**config.mk**
```make
export PLATFORM = sky130hd
export DESIGN_NAME = pipe_spawner_flat
export DESIGN_NICKNAME = d
export VERILOG_FILES = /design/src/rtl/pipe_spawner_if.sv /design/src/rtl/pipe_spawner.sv /design/src/flat_wrapper.sv
export SDC_FILE = /design/constraint.sdc
export NUM_CORES = 1
export LEC_CHECK = 0
export CAP_MARGIN = 0
export CORE_ASPECT_RATIO = 1.25
export CORE_UTILIZATION = 61
export DETAILED_ROUTE_END_ITERATION = 8
export PLACE_DENSITY = 0.84
export SLEW_MARGIN = 15
export SYNTH_ARGS = -nofsm -noshare
export SYNTH_HDL_FRONTEND = slang
export SYNTH_SLANG_ARGS = --single-unit
export TNS_END_PERCENT = 5
```
**constraint.sdc**
```tcl
create_clock -name animationCLOCK -period 4.1 [get_ports animationCLOCK]
set_input_delay 0.615 -clock animationCLOCK [delete_from_list [all_inputs] [get_ports animationCLOCK]]
set_output_delay 0.615 -clock animationCLOCK [all_outputs]
set_load 0.01 [all_outputs]
```
**src/rtl/pipe_spawner_if.sv**
```systemverilog
// pipe_spawner_if
// Groups the spawn/retire handshake between the pipe spawner and the rest of
// the game datapath (collision logic, pipe animator, score display).
//
// Signals:
//   start        level, starts/restarts a game
//   gameOver     level, collision reported by the collision logic
//   endOfMapPipe one-cycle pulse from the animator when its pipe leaves the map
//   spawnPipe    one-cycle spawn request toward the animator (mouse1)
//   pointY       gap centre Y for the pipe being spawned
//   score        pipes passed, saturating
//   running      game in progress (DELAY, SPAWN or WAIT)
//   timeoutFlag  sticky, a pipe was lost while in flight
//
// Modports:
//   master  the spawner side (drives spawnPipe, pointY, score, running, timeoutFlag)
//   slave   the environment side (drives start, gameOver, endOfMapPipe)
interface pipe_spawner_if;
    logic       start;
    logic       gameOver;
    logic       endOfMapPipe;
    logic       spawnPipe;
    logic [9:0] pointY;
    logic [9:0] score;
    logic       running;
    logic       timeoutFlag;

    modport master (
        input  start,
        input  gameOver,
        input  endOfMapPipe,
        output spawnPipe,
        output pointY,
        output score,
        output running,
        output timeoutFlag
    );

    modport slave (
        output start,
        output gameOver,
        output endOfMapPipe,
        input  spawnPipe,
        input  pointY,
        input  score,
        input  running,
        input  timeoutFlag
    );
endinterface

```
**src/rtl/pipe_spawner.sv**
```systemverilog
// pipe_spawner
// Issuing end of the pipe spawn/retire handshake. Decides when a new pipe
// enters the map and at which gap height, counts pipes that leave the map and
// flags pipes that never come back.
//
// Ports:
//   animationCLOCK  animation tick clock, all state changes on its rising edge
//   reset           asynchronous, active-high
//   bus             pipe_spawner_if.master (see the interface for signal list)
//
// All outputs are registered; nothing on the bus has a combinational path
// from any input.
module pipe_spawner #(
    parameter int SPAWN_DELAY = 40,
    parameter int TIMEOUT     = 2000,
    parameter int Y_MIN       = 60,
    parameter int Y_RANGE     = 360,
    parameter int SCORE_MAX   = 999
) (
    input  logic           animationCLOCK,
    input  logic           reset,
    pipe_spawner_if.master bus
);

    typedef enum logic [2:0] {
        IDLE    = 3'd0,
        DELAY   = 3'd1,
        SPAWN   = 3'd2,
        WAIT    = 3'd3,
        STOPPED = 3'd4
    } state_t;

    localparam logic [15:0] DELAY_LAST   = 16'(SPAWN_DELAY - 1);
    localparam logic [15:0] TIMEOUT_LAST = 16'(TIMEOUT - 1);
    localparam logic [8:0]  Y_RANGE_W    = 9'(Y_RANGE);
    localparam logic [9:0]  Y_MIN_W      = 10'(Y_MIN);
    localparam logic [9:0]  Y_RESET      = 10'(Y_MIN + Y_RANGE / 2);
    localparam logic [9:0]  SCORE_MAX_W  = 10'(SCORE_MAX);
    localparam logic [15:0] LFSR_SEED    = 16'hACE1;

    state_t      state;
    state_t      state_nx;
    logic [15:0] cnt;
    logic [15:0] cnt_nx;
    logic [15:0] lfsr;
    logic        spawn_q;
    logic        spawn_nx;
    logic [9:0]  point_q;
    logic [9:0]  point_nx;
    logic [9:0]  score_q;
    logic [9:0]  score_nx;
    logic        tflag_q;
    logic        tflag_nx;
    logic        running_q;
    logic        running_nx;

    // Fibonacci taps 16,14,13,11.
    function automatic logic [15:0] lfsr_step(input logic [15:0] l);
        logic fb;
        fb = l[15] ^ l[13] ^ l[12] ^ l[10];
        return {l[14:0], fb};
    endfunction

    // Folds a 9-bit random value into Y_RANGE gap centres. Since Y_RANGE is at
    // least 256, one conditional subtract always lands inside the range.
    function automatic logic [9:0] gap_centre(input logic [8:0] raw);
        logic [8:0] r;
        r = raw;
        if (r >= Y_RANGE_W) begin
            r = r - Y_RANGE_W;
        end
        return Y_MIN_W + {1'b0, r};
    endfunction

    function automatic logic [9:0] score_inc_sat(input logic [9:0] s);
        return (s >= SCORE_MAX_W) ? SCORE_MAX_W : s + 10'd1;
    endfunction

    always_comb begin
        state_nx = state;
        cnt_nx   = cnt;
        spawn_nx = 1'b0;
        point_nx = point_q;
        score_nx = score_q;
        tflag_nx = tflag_q;

        // gameOver wins over everything else arriving in the same cycle.
        if (bus.gameOver) begin
            state_nx = STOPPED;
            cnt_nx   = '0;
        end else begin
            case (state)
                IDLE, STOPPED: begin
                    if (bus.start) begin
                        state_nx = DELAY;
                        cnt_nx   = '0;
                        score_nx = '0;
                        tflag_nx = 1'b0;
                    end
                end
                DELAY: begin
                    if (cnt == DELAY_LAST) begin
                        state_nx = SPAWN;
                        cnt_nx   = '0;
                        spawn_nx = 1'b1;
                        point_nx = gap_centre(lfsr[8:0]);
                    end else begin
                        cnt_nx = cnt + 16'd1;
                    end
                end
                SPAWN: begin
                    state_nx = WAIT;
                    cnt_nx   = '0;
                end
                WAIT: begin
                    if (bus.endOfMapPipe) begin
                        state_nx = DELAY;
                        cnt_nx   = '0;
                        score_nx = score_inc_sat(score_q);
                    end else if (cnt == TIMEOUT_LAST) begin
                        // Pipe never came back; reschedule without scoring.
                        state_nx = DELAY;
                        cnt_nx   = '0;
                        tflag_nx = 1'b1;
                    end else begin
                        cnt_nx = cnt + 16'd1;
                    end
                end
                default: begin
                    state_nx = IDLE;
                    cnt_nx   = '0;
                end
            endcase
        end

        running_nx = (state_nx == DELAY) || (state_nx == SPAWN) || (state_nx == WAIT);
    end

    always_ff @(posedge animationCLOCK or posedge reset) begin
        if (reset) begin
            state     <= IDLE;
            cnt       <= '0;
            lfsr      <= LFSR_SEED;
            spawn_q   <= 1'b0;
            point_q   <= Y_RESET;
            score_q   <= '0;
            tflag_q   <= 1'b0;
            running_q <= 1'b0;
        end else begin
            state     <= state_nx;
            cnt       <= cnt_nx;
            // Free-running in every state so gap heights follow player timing.
            lfsr      <= lfsr_step(lfsr);
            spawn_q   <= spawn_nx;
            point_q   <= point_nx;
            score_q   <= score_nx;
            tflag_q   <= tflag_nx;
            running_q <= running_nx;
        end
    end

    assign bus.spawnPipe   = spawn_q;
    assign bus.pointY      = point_q;
    assign bus.score       = score_q;
    assign bus.running     = running_q;
    assign bus.timeoutFlag = tflag_q;

endmodule

```
**src/flat_wrapper.sv**
```systemverilog
// flat-port wrapper written by rule: the top's interface ports become plain ports
module pipe_spawner_flat 
#(
    parameter int SPAWN_DELAY = 40,
    parameter int TIMEOUT     = 2000,
    parameter int Y_MIN       = 60,
    parameter int Y_RANGE     = 360,
    parameter int SCORE_MAX   = 999
)
  (animationCLOCK, reset, bus_start, bus_gameOver, bus_endOfMapPipe, bus_spawnPipe, bus_pointY, bus_score, bus_running, bus_timeoutFlag);
  pipe_spawner_if bus_i ();
  input  logic animationCLOCK;
  input  logic reset;
  input wire logic [$bits(bus_i.start)-1:0] bus_start;
  input wire logic [$bits(bus_i.gameOver)-1:0] bus_gameOver;
  input wire logic [$bits(bus_i.endOfMapPipe)-1:0] bus_endOfMapPipe;
  output wire logic [$bits(bus_i.spawnPipe)-1:0] bus_spawnPipe;
  output wire logic [$bits(bus_i.pointY)-1:0] bus_pointY;
  output wire logic [$bits(bus_i.score)-1:0] bus_score;
  output wire logic [$bits(bus_i.running)-1:0] bus_running;
  output wire logic [$bits(bus_i.timeoutFlag)-1:0] bus_timeoutFlag;
  assign bus_i.start = bus_start;
  assign bus_i.gameOver = bus_gameOver;
  assign bus_i.endOfMapPipe = bus_endOfMapPipe;
  assign bus_spawnPipe = bus_i.spawnPipe;
  assign bus_pointY = bus_i.pointY;
  assign bus_score = bus_i.score;
  assign bus_running = bus_i.running;
  assign bus_timeoutFlag = bus_i.timeoutFlag;
  pipe_spawner #(.SPAWN_DELAY(SPAWN_DELAY), .TIMEOUT(TIMEOUT), .Y_MIN(Y_MIN), .Y_RANGE(Y_RANGE), .SCORE_MAX(SCORE_MAX)) u_core (.animationCLOCK(animationCLOCK), .reset(reset), .bus(bus_i));
endmodule
```
Word level (Yosys, flattened, before mapping)
Cells that the tools add are included.
- flip-flop bits (word level): 58
- bits in latches: 0
- bits in writable memories: 0
- ROM bits: 0
- input port bits: 5
- output and inout port bits: 23
- logic and storage cells: 67
- memories kept: 0
- $add $sub $neg: 4
- multiply operators: 0
- div/mod/pow operators: 0
- order comparisons: 2
- equality and inequality tests: 14
- shifts and indexed selects: 0
- muxes and demuxes: 27
- bitwise logic cells: 4
- reductions and logical operators: 8
- operators by type and width (kind ; count):
    16-bit 2-to-1 mux ; 5
    16-bit case mux with 3 select lines ; 1
    9-bit 2-to-1 mux ; 4
    10-bit 2-to-1 mux ; 3
    10-bit case mux with 2 select lines ; 1
    16-bit by 1-bit adder with 16-bit output (second input constant) ; 1
    16-bit by 11-bit == test with 1-bit output (second input constant) ; 1
    16-bit by 6-bit == test with 1-bit output (second input constant) ; 1
    3-bit 2-to-1 mux ; 5
    3-bit by 2-bit == test with 1-bit output (second input constant) ; 4
    3-bit case mux with 4 select lines ; 1
    10-bit by 1-bit adder with 10-bit output (second input constant) ; 1
    6-bit by 9-bit adder with 10-bit output (first input constant) ; 1
    10-bit greater-or-equal comparator (second input constant) ; 1
    9-bit greater-or-equal comparator (second input constant) ; 1
    9-bit subtractor (second input constant) ; 1
    3-bit by 1-bit == test with 1-bit output (second input constant) ; 2
    1-bit 2-to-1 mux ; 6
    2-bit != test (second input constant) ; 3
    5-bit AND reduction ; 1
    4-bit AND reduction ; 1
    3-bit == test (second input constant) ; 1
    3-bit logical NOT ; 1
    3-bit != test (second input constant) ; 1
    other kinds (8) ; 11

Depth between registers and ports, before layout
- depth in word-level cells: 8
- mapped depth: 10
- depth with buffers taken out: 10

Least setup slack after synthesis
No wires, ideal clock.
- kind: flip-flop to flip-flop
- start point: register u_core.lfsr[3]
- end point: register u_core.point_q[6], in the netlist u_core.bus.pointY[6]
- setup time: 0.072 ns
- arrival time: 1.999 ns
- required time: 4.028 ns
- path slack: 2.029 ns
- stages on the path, launching flop included: 11
- buffers on the path: 0
- clock period less this slack: 2.071 ns
- cell sequence: dfrtp_1 inv_1 ha_1 and3b_1 a211o_1 nand2_1 xnor2_1 ha_1 o2111ai_1 xnor2_1 o21ai_1
- longest elaborated chain between the ends: 6
- elaborated cells between the ends (all ways): 7
- classes of those cells: add/sub: 2; order compare: 1; mux: 4
- RTL lines (element ; RTL line ; source):
    start, declared ; pipe_spawner.sv:45 ; logic [15:0] lfsr;
    start signal, assigned ; pipe_spawner.sv:153 ; lfsr <= lfsr_step(lfsr);
    9-bit subtractor / 9-bit greater-or-equal comparator (equally long branches) ; pipe_spawner.sv:70, pipe_spawner.sv:69 ;
    9-bit 2-to-1 mux (*) ; pipe_spawner.sv:69 ; if (r >= Y_RANGE_W) begin
    9-bit 2-to-1 mux (*) ; pipe_spawner.sv:102 ; if (cnt == DELAY_LAST) begin
    9-bit 2-to-1 mux (*) ; pipe_spawner.sv:92 ; case (state)
    9-bit 2-to-1 mux (*) ; pipe_spawner.sv:88 ; if (bus.gameOver) begin
    6-bit by 9-bit adder with 10-bit output (*) ; pipe_spawner.sv:72 ; return Y_MIN_W + {1'b0, r};
    end signal, assigned ; pipe_spawner.sv:155 ; point_q <= point_nx;
    end, declared ; pipe_spawner.sv:48 ; logic [9:0] point_q;
Every way passes the cells marked *; elsewhere a longest branch is shown, timed or not. The select of a mux whose other input is x is not followed.
A chain may end at the register's enable or synchronous reset.

Worst setup path in the final report
Ends and elaborated chain as after synthesis.

==> metrics <==
drt drc=0; synthesis-to-finish area growth=16.64%; RSZ-0062 raised after global routing=false; Yosys warnings=0; fin. max-slew vios=0; Top-Level Pins=28; Post-synth EDFFs=0; hold_ws=0.3525 ns; Seq. cell area=1466 um^2; data arrival time of the critical path=2.63 ns; Fmax=423.6 MHz; share of cells above drive strength 1=11.11%; largest net degree at the start of global routing=43; Post-Syn Area per Cell=9.741 um^2; Synth Area in XOR/XNOR=3.922%; Design Power=1.093 mW; CP startpoint=u_core.lfsr[3]$_DFF_PP0_; worst-path fanout max=7; Initial DRT Pass Iterations=4; Initial Util=64.61%; DR WL/cell=15.20 um; most frequent cells in the layout=46 x dfrtp_1, 38 x nand2_1, 27 x clkdlybuf4s50_1, 19 x a21oi_1, 15 x nor2_1; startpoint types=register; detailed placement HPWL=4089 um; WS Path Type=register to register; Max Cap Viol=0; Post-Route WL=5942 um; Switching Share=24.69%; crit-path cells=inv_1 -> ha_1 -> and3b_1 -> a211o_1 -> nand2_1 -> xnor2_1 -> ha_1 -> o2111ai_1 -> xnor2_1 -> o21ai_1; GRT Overall Usage=26.06%; async set or reset register ratio after synthesis=100.0%; Final min period=2.361 ns; Peak VDD IR=0.4186 mV; outcome=finished clean; Syn Inst Count=298; cts bufs inserted=9; Simple-Gate Fraction of Synth Area=21.08%; clock sink count=58; slowest stage delay, CP=0.45 ns; Compound-Gate Fraction of Synth Area=19.44%; Distinct cells, synth=55; crit end category=register; Final Core Density=75.36%; CORE AREA=4493 um^2; internal power=0.8232 mW; slew margin rel.=45.64%; Die Wd=63.70 um; largest family of logic cells by synthesized area=simple AND/OR/NAND/NOR gates; final worst slack=1.739 ns; Reg clk slew, reported paths=0.07 ns; Row Count=27; Post-DRT Antenna Nets=0; first-pass GRT wire length=10010 um; sequential power share=53.1%; switching power=0.2699 mW; final setup fails=0; Least-Margin Pin Slew=0.8142 ns; critical path's slowest cell=dfrtp_1; Clock power frac=43.2%; Hold Violations, Final=0; CTS Root Cell=clkbuf_8; min-delay worst type=register to register; via count of the first global-routing pass=2156; port bufs=27; Overflow after GRT=0; Lkg Pwr=1.439 nW; Placer Congestion=0.8500; most common cell after layout, fill and taps aside=dfrtp_1; CTS H-tree depth=3; Layout Nets=337; CTS tree=built; Pwr Density=322.8 nW/um^2; Die Y=79.13 um; synthesized flop and latch total=58; layout filler cell count=325; Critical Path RT=4.37 ns; Post-CTS Setup Inserts=0; die area=5040 um^2; setup tns final=0 ns; post-DR vias/cell=6.095; Skew-Pair Late Insertion Delay=0.34 ns; post-synthesis sequential area ratio=50.52%; mux cell area share after synthesis=0%; DRT iter0 DRCs=153; Max clock buf depth=2; area occupied by multi-input gates=1340 um^2; syn nets=307; initial antenna violation count=0; Vias=2383; Tcrit/Tclk final=57.58%; adder-cell share of the synthesized area=1.724%; Logic pwr share=3.7%; # diodes=0; Place WS=1.420 ns; Synth Cell Area=2903 um^2; Post-synth top flop=dfrtp_1; Post-CTS Resized=0; reg-to-reg critical path startpoint=u_core.lfsr[3]$_DFF_PP0_; worst hold path startpoint=u_core.lfsr[14]$_DFF_PP0_; Hold Buf Count CTS=0; clock skew=0.01006 ns
[area by class of cell]
type | count | area share [%]
clock inverter | 6 | 1.256
timing repair buffer | 28 | 8.204
sequential | 58 | 43.31
tap | 58 | 2.143
inverter | 13 | 1.441
clock buffer | 10 | 4.065
multi-input combinational | 218 | 39.58
[cells in the mapped netlist, types with 9 or more instances]
master	n	area, um^2
nand2_1	38	142.6
inv_1	13	48.80
a31oi_1	9	56.30
o21ai_0	14	70.07
dfstp_2	12	315.3
and3_1	10	62.56
dfrtp_1	46	1151
o21ai_1	9	45.04
a21oi_1	19	95.09
nand3_1	11	55.05
nor2_1	15	56.30
xnor2_1	9	78.83
[flip-flops by register name (all words and copies together), names as in the netlist]
register                cells
u_core.bus.pointY          10
u_core.bus.running          1
u_core.bus.score           10
u_core.bus.spawnPipe        1
u_core.bus.timeoutFlag      1
u_core.cnt                 16
u_core.lfsr                16
u_core.state                3
[final timing paths]
kind | end | slack [ns] | depth (start not counted)
max in group asynchronous | u_core.bus.score[6]$_DFFE_PP0P_ | 2.59 | 3
hold / removal | u_core.lfsr[15]$_DFF_PP1_ | 0.35 | 0
hold reg to reg | u_core.lfsr[15]$_DFF_PP1_ | 0.35 | 0
min in group asynchronous | u_core.bus.score[9]$_DFFE_PP0P_ | 0.76 | 2
setup reg to reg | u_core.bus.pointY[6]$_DFFE_PP1P_ | 1.74 | 10
setup / recovery | u_core.bus.pointY[6]$_DFFE_PP1P_ | 1.74 | 10
[power by group through the flow]
stage / Clock, mW / Sequential, mW / Combinational [mW]
finish: 0.472 / 0.580 / 0.0410
global route: 0.502 / 0.580 / 0.0471
CTS: 0.474 / 0.580 / 0.0416
detailed placement: 0 / 0.591 / 0.0415
global placement: 0 / 0.590 / 0.0402
floorplan: 0 / 0.590 / 0.0279
[logic make-up after synthesis]
kind of cell             Yosys count
AO/OA/AOI/OAI                     86
buffers and inverters             22
XOR/XNOR                          13
flip-flops                        58
adder cells (fa/ha/maj)            4
AND/OR/NAND/NOR                  115
[per-stage QoR]
stage	std cells	instance area, um^2
after floorplan	298	2903
after global placement	375	3206
after detailed placement	375	3206
after CTS	391	3386
after global routing	391	3386
final	391	3386
[worst max-delay path: cells and delay by family (launching register included)]
kind	cells	cell delay (ns)
AO/OA/AOI/OAI	3	0.60
flip-flops	1	0.45
adder cells (fa/ha/maj)	2	0.45
AND/OR/NAND/NOR	2	0.35
XOR/XNOR	2	0.32
buffers and inverters	1	0.12
[per-layer routing]
layer  track usage, %  wire length [um]
met3            5.460               256
met2            39.26              2761
met1            35.78              2790
met4            12.50               134
met5                0                 0
No activity file was read; power rests on OpenSTA's default activity.
